**src/rtl/mec_pkg.sv**
```systemverilog
// mec_pkg: shared definitions for match_event_capture.
//   - FSM state encoding used by the capture controller.
//   - Default field widths and the event-record width helper.
package mec_pkg;

   typedef enum logic [1:0] {
      ST_IDLE     = 2'd0,
      ST_IN_MATCH = 2'd1,
      ST_HOLDOFF  = 2'd2
   } mec_state_e;

   localparam int MEC_TS_WIDTH  = 32;
   localparam int MEC_LEN_WIDTH = 16;

   // One FIFO entry is {onset timestamp, run length}.
   function automatic int rec_width(input int ts_w, input int len_w);
      return ts_w + len_w;
   endfunction

endpackage

```
**src/rtl/event_fifo.sv**
```systemverilog
// event_fifo: synchronous first-word-fall-through FIFO for match events.
// Ports:
//   clk, reset        clock, asynchronous active-low reset
//   push, wdata       write request and data; accepted when not full, or
//                     when full together with a pop
//   pop               read request; ignored while empty
//   rdata             head entry, zero while empty
//   full, empty       occupancy flags
//   count             exact occupancy, 0..DEPTH
module event_fifo
   import mec_pkg::*;
#(
   parameter int WIDTH = 48,
   parameter int DEPTH = 8,
   parameter int AW    = 3
) (
   input  logic             clk,
   input  logic             reset,
   input  logic             push,
   input  logic             pop,
   input  logic [WIDTH-1:0] wdata,
   output logic [WIDTH-1:0] rdata,
   output logic             full,
   output logic             empty,
   output logic [AW:0]      count
);

   logic [WIDTH-1:0] mem_q [DEPTH];
   logic [AW-1:0]    wr_ptr_q, wr_ptr_d;
   logic [AW-1:0]    rd_ptr_q, rd_ptr_d;
   logic [AW:0]      count_q, count_d;
   logic             wr_en, rd_en;

   assign full  = (count_q == (AW+1)'(DEPTH));
   assign empty = (count_q == '0);
   assign count = count_q;

   // A pop frees the slot in the same cycle, so a push into a full FIFO
   // alongside a pop is still accepted.
   assign rd_en = pop && !empty;
   assign wr_en = push && (!full || pop);

   always_comb begin
      wr_ptr_d = wr_ptr_q;
      rd_ptr_d = rd_ptr_q;
      count_d  = count_q;
      if (wr_en) wr_ptr_d = wr_ptr_q + AW'(1);
      if (rd_en) rd_ptr_d = rd_ptr_q + AW'(1);
      case ({wr_en, rd_en})
         2'b10:   count_d = count_q + (AW+1)'(1);
         2'b01:   count_d = count_q - (AW+1)'(1);
         default: count_d = count_q;
      endcase
   end

   always_ff @(posedge clk or negedge reset) begin
      if (!reset) begin
         wr_ptr_q <= '0;
         rd_ptr_q <= '0;
         count_q  <= '0;
      end else begin
         wr_ptr_q <= wr_ptr_d;
         rd_ptr_q <= rd_ptr_d;
         count_q  <= count_d;
      end
   end

   // Storage needs no reset: the head is masked while empty.
   always_ff @(posedge clk) begin
      if (wr_en) mem_q[wr_ptr_q] <= wdata;
   end

   assign rdata = empty ? '0 : mem_q[rd_ptr_q];

endmodule

```
**src/rtl/match_event_capture.sv**
```systemverilog
// match_event_capture: turns match_filter valid/match samples into discrete
// timestamped match events and queues them for the RX packet builder.
// Ports:
//   clk, reset          RX clock, asynchronous active-low reset
//   rxstrobe, valid     sample qualifier (sample = rxstrobe && valid)
//   match               correlation hit for the current sample
//   timestamp           free-running RX sample timestamp
//   enable              capture enable
//   holdoff             samples ignored after an event closes
//   rd_en               pop request for the head event
//   clear_ovf           clears overflow and drop_cnt
//   ev_valid/ev_ts/ev_len  head event (first-word-fall-through)
//   ev_count            queue occupancy
//   overflow, drop_cnt  sticky drop flag and saturating drop count
//
// state       | meaning
// ------------+--------------------------------------------------
// ST_IDLE     | waiting for an enabled hit to open an event
// ST_IN_MATCH | event open; counting consecutive hit samples
// ST_HOLDOFF  | event closed; hcnt samples ignored before re-arm
module match_event_capture
   import mec_pkg::*;
#(
   parameter int TS_WIDTH  = MEC_TS_WIDTH,
   parameter int LEN_WIDTH = MEC_LEN_WIDTH,
   parameter int DEPTH     = 8,
   parameter int AW        = 3
) (
   input  logic                 clk,
   input  logic                 reset,
   input  logic                 rxstrobe,
   input  logic                 valid,
   input  logic                 match,
   input  logic [TS_WIDTH-1:0]  timestamp,
   input  logic                 enable,
   input  logic [15:0]          holdoff,
   input  logic                 rd_en,
   input  logic                 clear_ovf,
   output logic                 ev_valid,
   output logic [TS_WIDTH-1:0]  ev_ts,
   output logic [LEN_WIDTH-1:0] ev_len,
   output logic [AW:0]          ev_count,
   output logic                 overflow,
   output logic [7:0]           drop_cnt
);

   localparam int REC_W = rec_width(TS_WIDTH, LEN_WIDTH);

   mec_state_e           state_q, state_d;
   logic [TS_WIDTH-1:0]  cur_ts_q, cur_ts_d;
   logic [LEN_WIDTH-1:0] cur_len_q, cur_len_d;
   logic [15:0]          hcnt_q, hcnt_d;
   logic                 push_q, push_d;
   logic [REC_W-1:0]     rec_q, rec_d;
   logic                 overflow_q, overflow_d;
   logic [7:0]           drop_cnt_q, drop_cnt_d;

   logic                 sample, hit, drop;
   logic                 fifo_full, fifo_empty;
   logic [REC_W-1:0]     fifo_rdata;

   assign sample = rxstrobe && valid;
   assign hit    = sample && match;

   always_comb begin
      state_d   = state_q;
      cur_ts_d  = cur_ts_q;
      cur_len_d = cur_len_q;
      hcnt_d    = hcnt_q;
      push_d    = 1'b0;
      rec_d     = rec_q;
      case (state_q)
         ST_IDLE: begin
            if (hit && enable) begin
               cur_ts_d  = timestamp;
               cur_len_d = LEN_WIDTH'(1);
               state_d   = ST_IN_MATCH;
            end
         end
         ST_IN_MATCH: begin
            // Losing enable closes the open event before any sample rule.
            if (!enable) begin
               push_d  = 1'b1;
               state_d = ST_IDLE;
            end else if (hit) begin
               if (cur_len_q != '1) cur_len_d = cur_len_q + LEN_WIDTH'(1);
            end else if (sample) begin
               push_d = 1'b1;
               if (holdoff == 16'd0) begin
                  state_d = ST_IDLE;
               end else begin
                  hcnt_d  = holdoff;
                  state_d = ST_HOLDOFF;
               end
            end
         end
         ST_HOLDOFF: begin
            if (!enable) begin
               hcnt_d  = '0;
               state_d = ST_IDLE;
            end else if (sample) begin
               hcnt_d = hcnt_q - 16'd1;
               if (hcnt_q == 16'd1) state_d = ST_IDLE;
            end
         end
         default: state_d = ST_IDLE;
      endcase
      if (push_d) rec_d = {cur_ts_q, cur_len_q};
   end

   // A pop in the same cycle makes room, so only an unpaired push is lost.
   assign drop = push_q && fifo_full && !rd_en;

   always_comb begin
      overflow_d = overflow_q;
      drop_cnt_d = drop_cnt_q;
      if (clear_ovf) begin
         overflow_d = drop;
         drop_cnt_d = drop ? 8'd1 : 8'd0;
      end else if (drop) begin
         overflow_d = 1'b1;
         if (drop_cnt_q != 8'hFF) drop_cnt_d = drop_cnt_q + 8'd1;
      end
   end

   always_ff @(posedge clk or negedge reset) begin
      if (!reset) begin
         state_q    <= ST_IDLE;
         cur_ts_q   <= '0;
         cur_len_q  <= '0;
         hcnt_q     <= '0;
         push_q     <= 1'b0;
         rec_q      <= '0;
         overflow_q <= 1'b0;
         drop_cnt_q <= '0;
      end else begin
         state_q    <= state_d;
         cur_ts_q   <= cur_ts_d;
         cur_len_q  <= cur_len_d;
         hcnt_q     <= hcnt_d;
         push_q     <= push_d;
         rec_q      <= rec_d;
         overflow_q <= overflow_d;
         drop_cnt_q <= drop_cnt_d;
      end
   end

   event_fifo #(
      .WIDTH (REC_W),
      .DEPTH (DEPTH),
      .AW    (AW)
   ) u_fifo (
      .clk   (clk),
      .reset (reset),
      .push  (push_q),
      .pop   (rd_en),
      .wdata (rec_q),
      .rdata (fifo_rdata),
      .full  (fifo_full),
      .empty (fifo_empty),
      .count (ev_count)
   );

   assign ev_valid        = !fifo_empty;
   assign {ev_ts, ev_len} = fifo_rdata;
   assign overflow        = overflow_q;
   assign drop_cnt        = drop_cnt_q;

endmodule

```
**config.mk**
```make
export PLATFORM = sky130hd
export DESIGN_NAME = match_event_capture
export DESIGN_NICKNAME = d
export VERILOG_FILES = /design/src/rtl/mec_pkg.sv /design/src/rtl/event_fifo.sv /design/src/rtl/match_event_capture.sv
export SDC_FILE = /design/constraint.sdc
export NUM_CORES = 1
export LEC_CHECK = 0
export ABC_CLOCK_PERIOD_IN_PS = 7900
export BUFFER_PORTS_ARGS = -buffer_cell sky130_fd_sc_hd__buf_4
export CORE_MARGIN = 1
export CORE_UTILIZATION = 25
export CTS_CLUSTER_SIZE = 20
export DETAILED_ROUTE_END_ITERATION = 6
export GPL_TIMING_DRIVEN = 0
export HOLD_SLACK_MARGIN = 0.08
export PLACE_DENSITY = 0.38
export SLEW_MARGIN = 20
export SYNTH_ARGS = -nofsm -noshare
export SYNTH_HDL_FRONTEND = slang
export SYNTH_HIERARCHICAL = 1
export SYNTH_SLANG_ARGS = --single-unit
export TNS_END_PERCENT = 100
```
**constraint.sdc**
```tcl
create_clock -name clk -period 7.9 [get_ports clk]
set_input_delay 1.58 -clock clk [delete_from_list [all_inputs] [get_ports clk]]
set_output_delay 1.58 -clock clk [all_outputs]
set_load 0.01 [all_outputs]
```
; Word level (Yosys, flattened, before mapping)
; Memory sizes are Yosys's and may differ from the RTL's.
; Cells that the tools add are included.
[totals]
input_bits = 56
n_memories = 1
elab_cells = 97
output_inout_bits = 62
latch_bits = 0
rom_bits = 0
ramBits = 384
ff_bits = 134
[op_classes]
reduce_logical = 24
mux = 35
bitwise_logic = 0
n_addsub = 7
div_mod_pow = 0
shift = 0
n_eq_ne = 19
mul = 0
magnitude_cmp = 0
[mem_list]
columns = memory, depth, word_bits, read_ports, rd_ports_with_merged_regs, write_ports, line
row1 = u_fifo.mem_q, 8, 48, 1, 0, 1, event_fifo.sv:28  ; logic [WIDTH-1:0] mem_q [DEPTH];
[ops]
columns = cell, count
row1 = 2-to-1 mux 16 bit, 10
row2 = one-hot mux 16 bit (2 select lines), 2
row3 = 2-to-1 mux 48 bit, 1
row4 = 2-to-1 mux 8 bit, 3
row5 = "adder 16 x 1 -> 16 bit, second input constant", 1
row6 = "== test 16 x 1 -> 1 bit, second input constant", 1
row7 = logical NOT 16 bit, 1
row8 = 2-to-1 mux 2 bit, 8
row9 = "inequality test 16 bit, second input constant", 1
row10 = "subtractor 16 x 1 -> 16 bit, second input constant", 1
row11 = "inequality test 2 bit, second input constant", 7
row12 = "inequality test 3 bit, second input constant", 4
row13 = AND reduction 5 bit, 2
row14 = nonzero test 2 bit, 5
row15 = 2-to-1 mux 1 bit, 9
row16 = "adder 8 x 1 -> 8 bit, second input constant", 1
row17 = "inequality test 8 bit, second input constant", 1
row18 = one-hot mux 4 bit (2 select lines), 1
row19 = logical AND 1 bit, 7
row20 = "adder 3 x 1 -> 3 bit, second input constant", 2
row21 = one-hot mux 2 bit (3 select lines), 1
row22 = AND reduction 6 bit, 1
row23 = "adder 4 x 1 -> 4 bit, second input constant", 1
row24 = "== test 2 x 1 -> 1 bit, second input constant", 2
row25 = other kinds (8), 12

; Depth between registers and ports, before layout
; Gate-level depths: netlist (run 1).
[logic_depth]
depth_word = 6
ltp_mapped = 10
mapped_depth_nobuf = 10

; By module
; Netlist (run 1), hierarchy kept.
[by_module_without_submodules]
columns = module, area_per_inst_um2, instances, cells_per_inst, seq_area_each_um2
row1 = event_fifo, 15133.3, 1, 667, 11781.3
row2 = match_event_capture, 5469.0, 1, 451, 3103.0

; Worst setup path after synthesis (run 1)
; No wires, ideal clock.
[synth_path]
path_kind = input to register
start = input rd_en
end = memory u_fifo.mem_q[0][0] (enable)
t_required_ps = 7328
path_buffers = 0
path_stages = 3
t_arrival_ps = 6423
setup_ps = 572
setup_slack_ps = 904
cell_sequence = o21a_2 clkinv_4 nor4_1
[synth_between]
elab_chain_len = 4
[synth_lines]
columns = item, line
row1 = from (decl), match_event_capture.sv:37  ; input logic rd_en,
row2 = logical OR 1 bit, event_fifo.sv:41  ; assign wr_en = push && (!full || pop);
row3 = logical AND 1 bit, event_fifo.sv:41
row4 = 2-to-1 mux 1 bit, event_fifo.sv:70  ; if (wr_en) mem_q[wr_ptr_q] <= wdata;
row5 = 2-to-1 mux 1 bit (implied by the code), event_fifo.sv:70
row6 = to (decl), event_fifo.sv:28
; Every way passes these cells.

; Worst setup path after layout (run 1)
[layout_path]
start = register u_fifo.count_q[1] (netlist: u_fifo/count[1])
end = output ev_ts[12]
[layout_between]
elab_chain_len = 2
[layout_lines]
columns = item, line
row1 = from (decl), event_fifo.sv:31  ; logic [AW:0] count_q, count_d;
row2 = from (signal assigned), event_fifo.sv:64  ; count_q <= count_d;
row3 = logical NOT 4 bit, event_fifo.sv:35  ; assign empty = (count_q == '0);
row4 = 2-to-1 mux 48 bit, event_fifo.sv:73  ; assign rdata = empty ? '0 : mem_q[rd_ptr_q];
row5 = to (decl), match_event_capture.sv:40  ; output logic [TS_WIDTH-1:0] ev_ts,
; Every way passes these cells.

==> flow_summary.json, run 1 <==
{
  "cts_resized": 0,
  "setup_viol": 0,
  "powerDensity_nw_per_um2": 335,
  "drc_errors": 0,
  "netlist.area_leader.share": 0.560,
  "fin_crit_sh": 0.576,
  "tightest_slew_ns": 1.03,
  "crit_start": "u_fifo/count[1]",
  "vias_per_cell": 4.48,
  "power_frac_seq": 0.421,
  "gp_congestion": 0.738,
  "final_nets": 1416,
  "r2r_cells": 10,
  "drt_iter0_markers": 607,
  "stdcell_area_um2": 25400,
  "place_inst": 2349,
  "peakVddDrop_uv": 175,
  "via_count": 11009,
  "fin_cells": 2460,
  "die_x_um": 289,
  "yosys.area.top_type": "edfxtp_1",
  "areaGrowthSynthToFinish_pct": 23.3,
  "synth_common_cells": "edfxtp_1 (384), dfrtp_1 (134), mux4_2 (96)",
  "synth_area_um2": 20600,
  "cts_root_buffer": "clkbuf_16",
  "finalHoldViolations": 0,
  "cp.arrival_ns": 2.97,
  "swShare": 0.298,
  "p_switching_mw": 2.53,
  "grt_pass1_wl_um": 78600,
  "grt_use_total": 0.128,
  "r2r-end": "u_fifo/mem_q[1][11]",
  "core_area_um2": 81100,
  "cp-start-kind": "register",
  "synth_fp_nets": 1183,
  "crit_required_ns": 6.32,
  "status": "complete, no violations",
  "crit_end": "ev_ts[12]",
  "netlist_instances": 1118,
  "die_y_um": 289,
  "grt_pass1_vias": 11631,
  "totalWireLength_um": 52600,
  "place_ws_ns": 3.81,
  "ys.warnings.count": 6,
  "finalPower_mw": 8.51,
  "synth_most_common_cell": "edfxtp_1",
  "ys_ff_latch": 518,
  "cts_hold_buf": 0,
  "antenna_found_initial": 2,
  "io_pins": 118,
  "cts_tree": "yes",
  "portBuffers": 116,
  "regToRegSetupSlack_ns": 4.84,
  "dr.pass1.iters": 4,
  "netlist_top_cells_area": "edfxtp_1 (56%), dfrtp_1 (16%), mux4_2 (10%)",
  "crit_type": "reg2out",
  "grt_max_degree": 81,
  "clk_pin_slew_ns": 0.06,
  "fin_crit_ns": 4.55,
  "end_kind": "primary output",
  "netlist-cell-type-count": 58,
  "p_clk_frac": 0.321,
  "grt.overflow.total": 0,
  "drv_cap": 0,
  "cts_made_buffers": 60,
  "fin_ws_ns": 3.35,
  "synthFlopType": "edfxtp_1",
  "ant_nets": 0,
  "reg2reg_from": "u_fifo/count[0]",
  "final_layout_size_suffix_gt1_frac": 0.355,
  "clkSinkCount": 518,
  "synthArstFlopShare": 0.259,
  "dpl_cell_area_um2": 23500,
  "critPathMaxFanout": 10,
  "final_max_slew_viol_count": 0,
  "fmaxAchievable_mhz": 220,
  "wire_per_inst_um": 21.4,
  "worstSkewPairLatency_ns": 0.62,
  "synth_edf_count": 384,
  "setup_tns_ns": 0,
  "cts_setup_buffers": 0,
  "hpwl_um": 35100,
  "dieArea_um2": 83600,
  "finClkSkew_ns": 0.0199,
  "cts_buffer_depth": 3,
  "fp-row-count": 104,
  "initial_core_util": 0.254,
  "n_antenna_cell": 0,
  "ys_seq_area_frac": 0.722,
  "p_leak_nw": 9.16,
  "hp-class": "reg2reg",
  "rsz0062_at_grt": "false",
  "combPwrFrac": 0.258,
  "max_slew_margin": 0.315,
  "internal_power_mw": 5.97,
  "syn_area_per_cell_um2": 18.4,
  "htreeDepth": 2
}
[stage by stage]
stage               hold WS [ns]   util
floorplan                  0.463      -
finish                     0.496  0.313
CTS                        0.497  0.313
detailed placement         0.488  0.289
global placement           0.483  0.281
global route               0.517  0.313
[cells by family (layout without fill, tap and decap cells)]
family | Yosys count | after routing | synth area share
compound gates | 77 | 77 | 0.0226
xor+xnor | 28 | 28 | 0.0119
fa+ha+maj | 9 | 9 | 0.00547
buf+inv | 63 | 345 | 0.0156
flops | 518 | 518 | 0.722
mux | 226 | 226 | 0.173
simple gates | 197 | 197 | 0.0489
[metal layers]
layer,part of all wire,GRT usage,up-vias
met2,0.48,0.209,177
met1,0.46,0.175,5867
li1,-,-,4898
met4,0.019,0.0382,0
met5,0,0,-
met3,0.036,0.0205,67
[sequential cells by signal, indices dropped and copies added, names as in the netlist]
| name | count |
|---|---|
| u_fifo/mem_q | 384 |
| state_q | 2 |
| hcnt_q | 16 |
| cur_ts_q | 32 |
| cur_len_q | 16 |
| u_fifo/wr_ptr_q | 3 |
| drop_cnt | 8 |
| overflow | 1 |
| u_fifo/count | 4 |
| u_fifo/rd_ptr_q | 3 |
| push_q | 1 |
| rec_q | 48 |
[worst max-delay path, cell delays in order (launching register included)]
cell     delay [ns]
dfrtp_1        0.48
nor4_4         0.74
buf_2          0.45
buf_2          0.34
nor2_1         0.16
buf_4          0.17
[layout by cell type, fill, tap and decap left out, types with 4 or more instances in the layout]
cell type / synthesis / routed
clkinv_2: 0 / 15
clkbuf_16: 0 / 60
bufinv_16: 0 / 4
mux2i_1: 48 / 48
nand2_1: 18 / 18
nand4_1: 11 / 11
mux2_2: 82 / 82
nor3_2: 0 / 4
clkbuf_8: 0 / 10
a22oi_1: 4 / 4
nor2_1: 94 / 91
clkbuf_1: 22 / 36
a21oi_1: 17 / 17
nor3_1: 12 / 8
ha_1: 9 / 9
nand3_1: 7 / 7
dfrtp_1: 134 / 134
nand3b_1: 4 / 4
mux4_2: 96 / 96
buf_6: 6 / 18
xnor2_1: 6 / 6
buf_12: 0 / 5
buf_2: 25 / 35
o21ai_0: 33 / 33
and3_1: 4 / 4
nand2b_1: 4 / 4
inv_1: 7 / 7
buf_4: 1 / 139
buf_16: 0 / 5
xor2_1: 22 / 22
edfxtp_1: 384 / 384
nor4_1: 14 / 13
[power by group through the flow]
stage	Clock (mW)	Sequential, mW	Combinational [mW]
after global routing	2.92	3.63	2.39
after global placement	0	3.63	2.24
final	2.73	3.58	2.19
after detailed placement	0	3.64	2.27
after floorplan	0	3.54	1.35
after CTS	2.83	3.59	2.27
[how the worst min path moves through the flow]
stage / depth (start not counted) / startpoint / to
detailed placement: 1 / cur_ts_q[23] / rec_q[39]
CTS: 1 / cur_ts_q[3] / rec_q[19]
global route: 1 / cur_ts_q[16] / cur_ts_q[16]
finish: 1 / cur_ts_q[3] / rec_q[19]
global placement: 1 / cur_ts_q[1] / rec_q[17]
floorplan: 2 / hcnt_q[6] / hcnt_q[6]
[final cells by class]
cell class	count	area (µm²)
multi-input cells	537	5450
fillers	7967	55700
plain buffers	55	287
clock inverters	27	260
repair buffers	171	1470
well taps	1060	1330
inverters	8	35.0
clock buffers	84	1690
flip-flops and latches	518	14900
(Power assumes the default switching activity.)
==> run 2: changes to the inputs <==
ABC_CLOCK_PERIOD_IN_PS = 4400   (was 7900)
clock period = 4.4 ns   (was 7.9 ns; I/O delays follow)
==> run 2 against run 1 <==
Compared with the run above:
- first-iteration DRC count rose by 0.66%
- combinational power rose by 79%
- sequential cell count did not move
- total power rose by 78%
- non-clock buffer count fell by 6
- critical path depth did not move
- sequential share of layout area rose by 0.10 points
- final cell count fell by 0.16%
- critical endpoint unchanged
==> flow_summary.json, run 2 (synthesis gave the netlist of run 1 again) <==
{
  "fin_crit_sh": 0.874,
  "crit_required_ns": 3.52,
  "drv_cap": 0,
  "grt_pass1_wl_um": 77400,
  "status": "complete, no violations",
  "fp-row-count": 104,
  "hpwl_um": 35100,
  "portBuffers": 116,
  "setup_tns_ns": 0,
  "final_common_cell": "edfxtp_1",
  "cts_resized": 0,
  "drc_errors": 0,
  "htreeDepth": 2,
  "via_count": 10836,
  "critPathMaxFanout": 10,
  "drt_iter0_markers": 611,
  "cp.arrival_ns": 2.96,
  "fmaxAchievable_mhz": 260,
  "grt_max_degree": 63,
  "wire_per_inst_um": 21.2,
  "finClkSkew_ns": 0.0146,
  "initial_core_util": 0.254,
  "hp-class": "in2async",
  "areaGrowthSynthToFinish_pct": 23.1,
  "setup_viol": 0,
  "n_antenna_cell": 0,
  "dr.pass1.iters": 4,
  "fin_cells": 2456,
  "top_register": "u_fifo/mem_q",
  "vias_per_cell": 4.41,
  "cts_tree": "yes",
  "met3_usage": 0.0232,
  "finalHoldViolations": 0,
  "cts_hold_buf": 0,
  "worstSkewPairLatency_ns": 0.62,
  "clk_pin_slew_ns": 0.06,
  "grt.busiest_layer": "met2",
  "grt_pass1_vias": 11509,
  "top_regs": "u_fifo/mem_q x384, rec_q x48, cur_ts_q x32",
  "tightest_slew_ns": 1.11,
  "die_x_um": 289,
  "largest_register_ffs": 384,
  "dieArea_um2": 83600,
  "crit_type": "reg2out",
  "nFillCells": 7951,
  "powerDensity_nw_per_um2": 596,
  "grt.overflow.total": 0,
  "cts_made_buffers": 60,
  "final_nets": 1410,
  "stdcell_area_um2": 25400,
  "final_max_slew_viol_count": 0,
  "dpl_cell_area_um2": 23500,
  "place_inst": 2343,
  "peakVddDrop_uv": 276,
  "grt_use_met2": 0.213,
  "end_kind": "primary output",
  "max_slew_margin": 0.259,
  "totalWireLength_um": 52100,
  "final_layout_size_suffix_gt1_frac": 0.347,
  "fin_crit_ns": 3.84,
  "cts_setup_buffers": 0,
  "gp_congestion": 0.729,
  "antenna_found_initial": 0,
  "cts_root_buffer": "clkbuf_16",
  "core_area_um2": 81100,
  "post-route-util": 0.313,
  "holdWs_ns": 0.142,
  "ant_nets": 0,
  "cts_buffer_depth": 3,
  "grt_use_total": 0.127,
  "rsz0062_at_grt": "false",
  "die_y_um": 289,
  "p_leak_nw": 9.08,
  "io_pins": 118,
  "layout_common_cells": "edfxtp_1 (384), buf_4 (137), dfrtp_1 (134)",
  "grt.met1_usage": 0.168,
  "cp-start-kind": "register",
  "clkSinkCount": 518
}
## run 2: critical path, stage by stage (launching register included)
cell and delay, ns:
dfrtp_1 0.48, nor4_4 0.70, buf_2 0.45, buf_2 0.36, nor2_1 0.17, buf_4 0.17
## run 2: final timing paths
check | end | from | slack [ns] | depth (start not counted)
worst max-delay path | ev_ts[12] | u_fifo/count[1] | 0.56 | 5
worst min-delay path | rec_q[11] | reset | 0.14 | 1
worst max register to register | u_fifo/count[2] | u_fifo/count[1] | 1.55 | 9
worst min register to register | rec_q[41] | cur_ts_q[25] | 0.50 | 1
max in group asynchronous | cur_ts_q[28] | reset | 3.36 | 3
min in group clk | cur_ts_q[17] | timestamp[17] | 0.49 | 2
## run 2: metal layers
metal	part of all wire	wire length (µm)	vias to the layer above
li1	-	-	4886
met1	0.45	23400	5684
met2	0.49	25700	186
met3	0.039	2010	80
met4	0.018	953	0
met5	0	0	-
## run 2: stage by stage
step | worst slack (ns) | total power [mW]
global route | 0.367 | 15.9
global placement | -5.79 | 10.5
floorplan | -0.595 | 8.78
detailed placement | 1.10 | 10.6
finish | 0.556 | 15.1
CTS | 0.416 | 15.5
## run 2: area by class of cell
class | count | area [µm²] | area share
Sequential cell | 518 | 14900 | 0.587
Multi-Input combinational cell | 537 | 5470 | 0.216
Clock buffer | 84 | 1670 | 0.0659
Timing Repair Buffer | 165 | 1480 | 0.0583
Tap cell | 1060 | 1330 | 0.0523
Buffer | 55 | 287 | 0.0113
Clock inverter | 29 | 215 | 0.00848
Inverter | 8 | 35.0 | 0.00138
## run 2: power breakdown
part / internal, mW / switching [mW]
clock: 2.76 / 1.99
combinational: 1.89 / 2.04
sequential: 5.93 / 0.497
total: 10.6 / 4.53
==> run 3: changes to the inputs <==
ABC_AREA = 1   (was unset)
CORE_ASPECT_RATIO = 1.4   (was unset)
CORE_MARGIN = 2   (was 1)
==> run 3 against run 2 <==
Compared with the run above:
- sequential share of layout area decreased by 1.9 points
- non-clock buffer count rose by 18
- critical path depth grew 1
- final cell count is 35% higher
- clock-buffer cell count stayed put
- die area up 6.5%
- via count increased by 38%
- utilization down 0.69 points
- total power increased by 14%
- combinational power rose by 46%
- global-route usage grew 2.3 points
- cell area grew 3.3%
- highest routed layer is now met5
==> flow_summary.json, run 3 <==
{
  "p_clk_frac": 0.273,
  "antenna_found_initial": 1,
  "synth_edf_count": 384,
  "grt_pass1_vias": 15645,
  "setup_viol": 0,
  "crit_required_ns": 3.52,
  "reg2reg_from": "u_fifo/count[0]",
  "ys.warnings.count": 6,
  "synthFlopType": "edfxtp_1",
  "syn_area_per_cell_um2": 10.9,
  "largest_register_ffs": 384,
  "cts_tree": "yes",
  "grt.overflow.total": 0,
  "synth_most_common_cell": "nor2_1",
  "r2r_cells": 12,
  "cts_resized": 0,
  "regToRegSetupSlack_ns": 1.53,
  "ys_ff_latch": 518,
  "synth_area_um2": 21600,
  "yosys.area.top_type": "edfxtp_1",
  "netlist.area_leader.share": 0.533,
  "cts_setup_buffers": 0,
  "via_count": 14937,
  "finClkSkew_ns": 0.0208,
  "synthArstFlopShare": 0.259,
  "drv_cap": 0,
  "initial_core_util": 0.253,
  "nFillCells": 8737,
  "status": "complete, no violations",
  "cts_root_buffer": "clkbuf_16",
  "final_layout_size_suffix_gt1_frac": 0.143,
  "core_area_um2": 85600,
  "drc_errors": 0,
  "regArea_um2": 14900,
  "cp-start-kind": "register",
  "p_leak_nw": 10.0,
  "worstSkewPairLatency_ns": 0.62,
  "multi_input_area_um2": 5910,
  "fin_crit_sh": 0.886,
  "crit_type": "reg2out",
  "hp-class": "in2reg",
  "top_regs": "u_fifo/mem_q x384, rec_q x48, cur_ts_q x32",
  "htreeDepth": 2,
  "wire_per_inst_um": 19.9,
  "final_nets": 2248,
  "swShare": 0.375,
  "place_ws_ns": 1.01,
  "final_max_slew_viol_count": 0,
  "critPathMaxFanout": 10,
  "fin_ws_ns": 0.503,
  "portBuffers": 117,
  "synth_common_cells": "nor2_1 (426), edfxtp_1 (384), nand2_1 (356)",
  "finalPower_mw": 17.3,
  "r2r-end": "u_fifo/count[2]",
  "fin_crit_ns": 3.90,
  "drt_iter0_markers": 847,
  "power_frac_seq": 0.393,
  "finalHoldViolations": 0,
  "top_register": "u_fifo/mem_q",
  "n_antenna_cell": 0,
  "grt_pass1_wl_um": 99100,
  "dr.pass1.iters": 5,
  "min_to": "drop_cnt[4]",
  "cp.arrival_ns": 3.02,
  "max_slew_margin": 0.427,
  "synth_fp_nets": 2054,
  "clk_pin_slew_ns": 0.06,
  "combPwrFrac": 0.334,
  "cts_made_buffers": 56,
  "areaGrowthSynthToFinish_pct": 21.1,
  "totalWireLength_um": 66300,
  "hpwl_um": 46400,
  "grt_use_total": 0.149,
  "netlist-cell-type-count": 45,
  "ant_nets": 0,
  "holdCritStartpoint": "clear_ovf",
  "gp_congestion": 0.783,
  "powerDensity_nw_per_um2": 658,
  "end_kind": "primary output",
  "p_switching_mw": 6.47,
  "layout_common_cells": "nor2_1 (418), edfxtp_1 (384), nand2_1 (356)",
  "io_pins": 118,
  "die_y_um": 352,
  "whs_path_depth": 2,
  "internal_power_mw": 10.8,
  "rsz0062_at_grt": "false",
  "clkSinkCount": 518,
  "dieArea_um2": 89000,
  "vias_per_cell": 4.49,
  "peakVddDrop_uv": 335,
  "tightest_slew_ns": 0.860,
  "grt_max_degree": 64,
  "cts_buffer_depth": 3,
  "fmaxAchievable_mhz": 257,
  "fp-row-count": 127,
  "ys_seq_area_frac": 0.688,
  "die_x_um": 253,
  "netlist_instances": 1989,
  "final_common_cell": "nor2_1",
  "netlist_top_cells_area": "edfxtp_1 (53%), dfrtp_1 (15%), nor2_1 (7.4%)",
  "cts_hold_buf": 1
}
## run 3: changes by cell type after synthesis, sizes merged, moves of 78 or more
cell   delta
nand2   +343
mux4     -96
mux2     -82
inv      +78
nor2    +336
o21ai   +224
## run 3: stage by stage
step	instances	TNS (ns)	area (µm²)	hold WS, ns	utilization
2_1_floorplan	1989	0	21600	0.442	-
3_3_place_gp	3202	-724.47	23900	0.458	0.279
3_5_place_dp	3220	0	24400	0.460	0.285
4_1_cts	3327	0	26200	0.413	0.306
5_1_grt	3327	0	26200	0.439	0.306
6_report	3327	0	26200	0.465	0.306
## run 3: routing by layer
layer / GRT usage / part of all wire / up-vias / wire (µm)
li1: - / - / 7233 / -
met1: 0.174 / 0.40 / 7274 / 26700
met2: 0.274 / 0.52 / 320 / 34600
met3: 0.0247 / 0.045 / 108 / 2970
met4: 0.0488 / 0.030 / 2 / 1980
met5: 0 / 0.00024 / - / 16
## run 3: kinds of logic after synthesis
family / count (synthesis) / synth area share
AOI/OAI and AO/OA: 387 / 0.0992
xor gates and xnor gates: 11 / 0.00445
adders and majority gates: 9 / 0.00520
buffers and inverters: 188 / 0.0420
DFF: 518 / 0.688
and+or+nand+nor: 876 / 0.162
## run 3: final cells by class
type	instances	share of cell area
clock inverter	22	0.00635
sequential	518	0.568
inverter	86	0.0123
clock buffer	84	0.0637
multi-input combinational	1283	0.226
tap	1096	0.0523
buffer	102	0.0223
timing repair buffer	136	0.0496
## run 3: how the worst max path moves through the flow
| stage | startpoint | to | slack, ns | cells past startpoint |
|---|---|---|---|---|
| after floorplan | rd_en | u_fifo/mem_q[0][0] | 0.50 | 5 |
| after global placement | rd_en | u_fifo/mem_q[0][28] | -2.33 | 6 |
| after detailed placement | u_fifo/rd_ptr_q[2] | ev_len[11] | 1.01 | 6 |
| after CTS | u_fifo/rd_ptr_q[2] | ev_len[11] | 0.30 | 6 |
| after global routing | u_fifo/rd_ptr_q[2] | ev_len[11] | 0.23 | 6 |
| final | u_fifo/rd_ptr_q[2] | ev_len[11] | 0.50 | 6 |
## run 3: critical path, stage by stage, from the launching register on
cell	delay, ns
dfrtp_1	0.32
buf_2	0.20
clkbuf_1	0.59
clkbuf_1	0.59
nor2_1	0.14
nor2_1	0.35
buf_4	0.20
## run 3: power by group through the flow
stage	sequential [mW]	clock, mW	combinational (mW)
floorplan	6.61	0	3.27
global placement	6.88	0	5.84
detailed placement	6.91	0	5.92
CTS	6.82	4.88	5.94
global route	6.90	5.06	6.41
finish	6.79	4.71	5.75
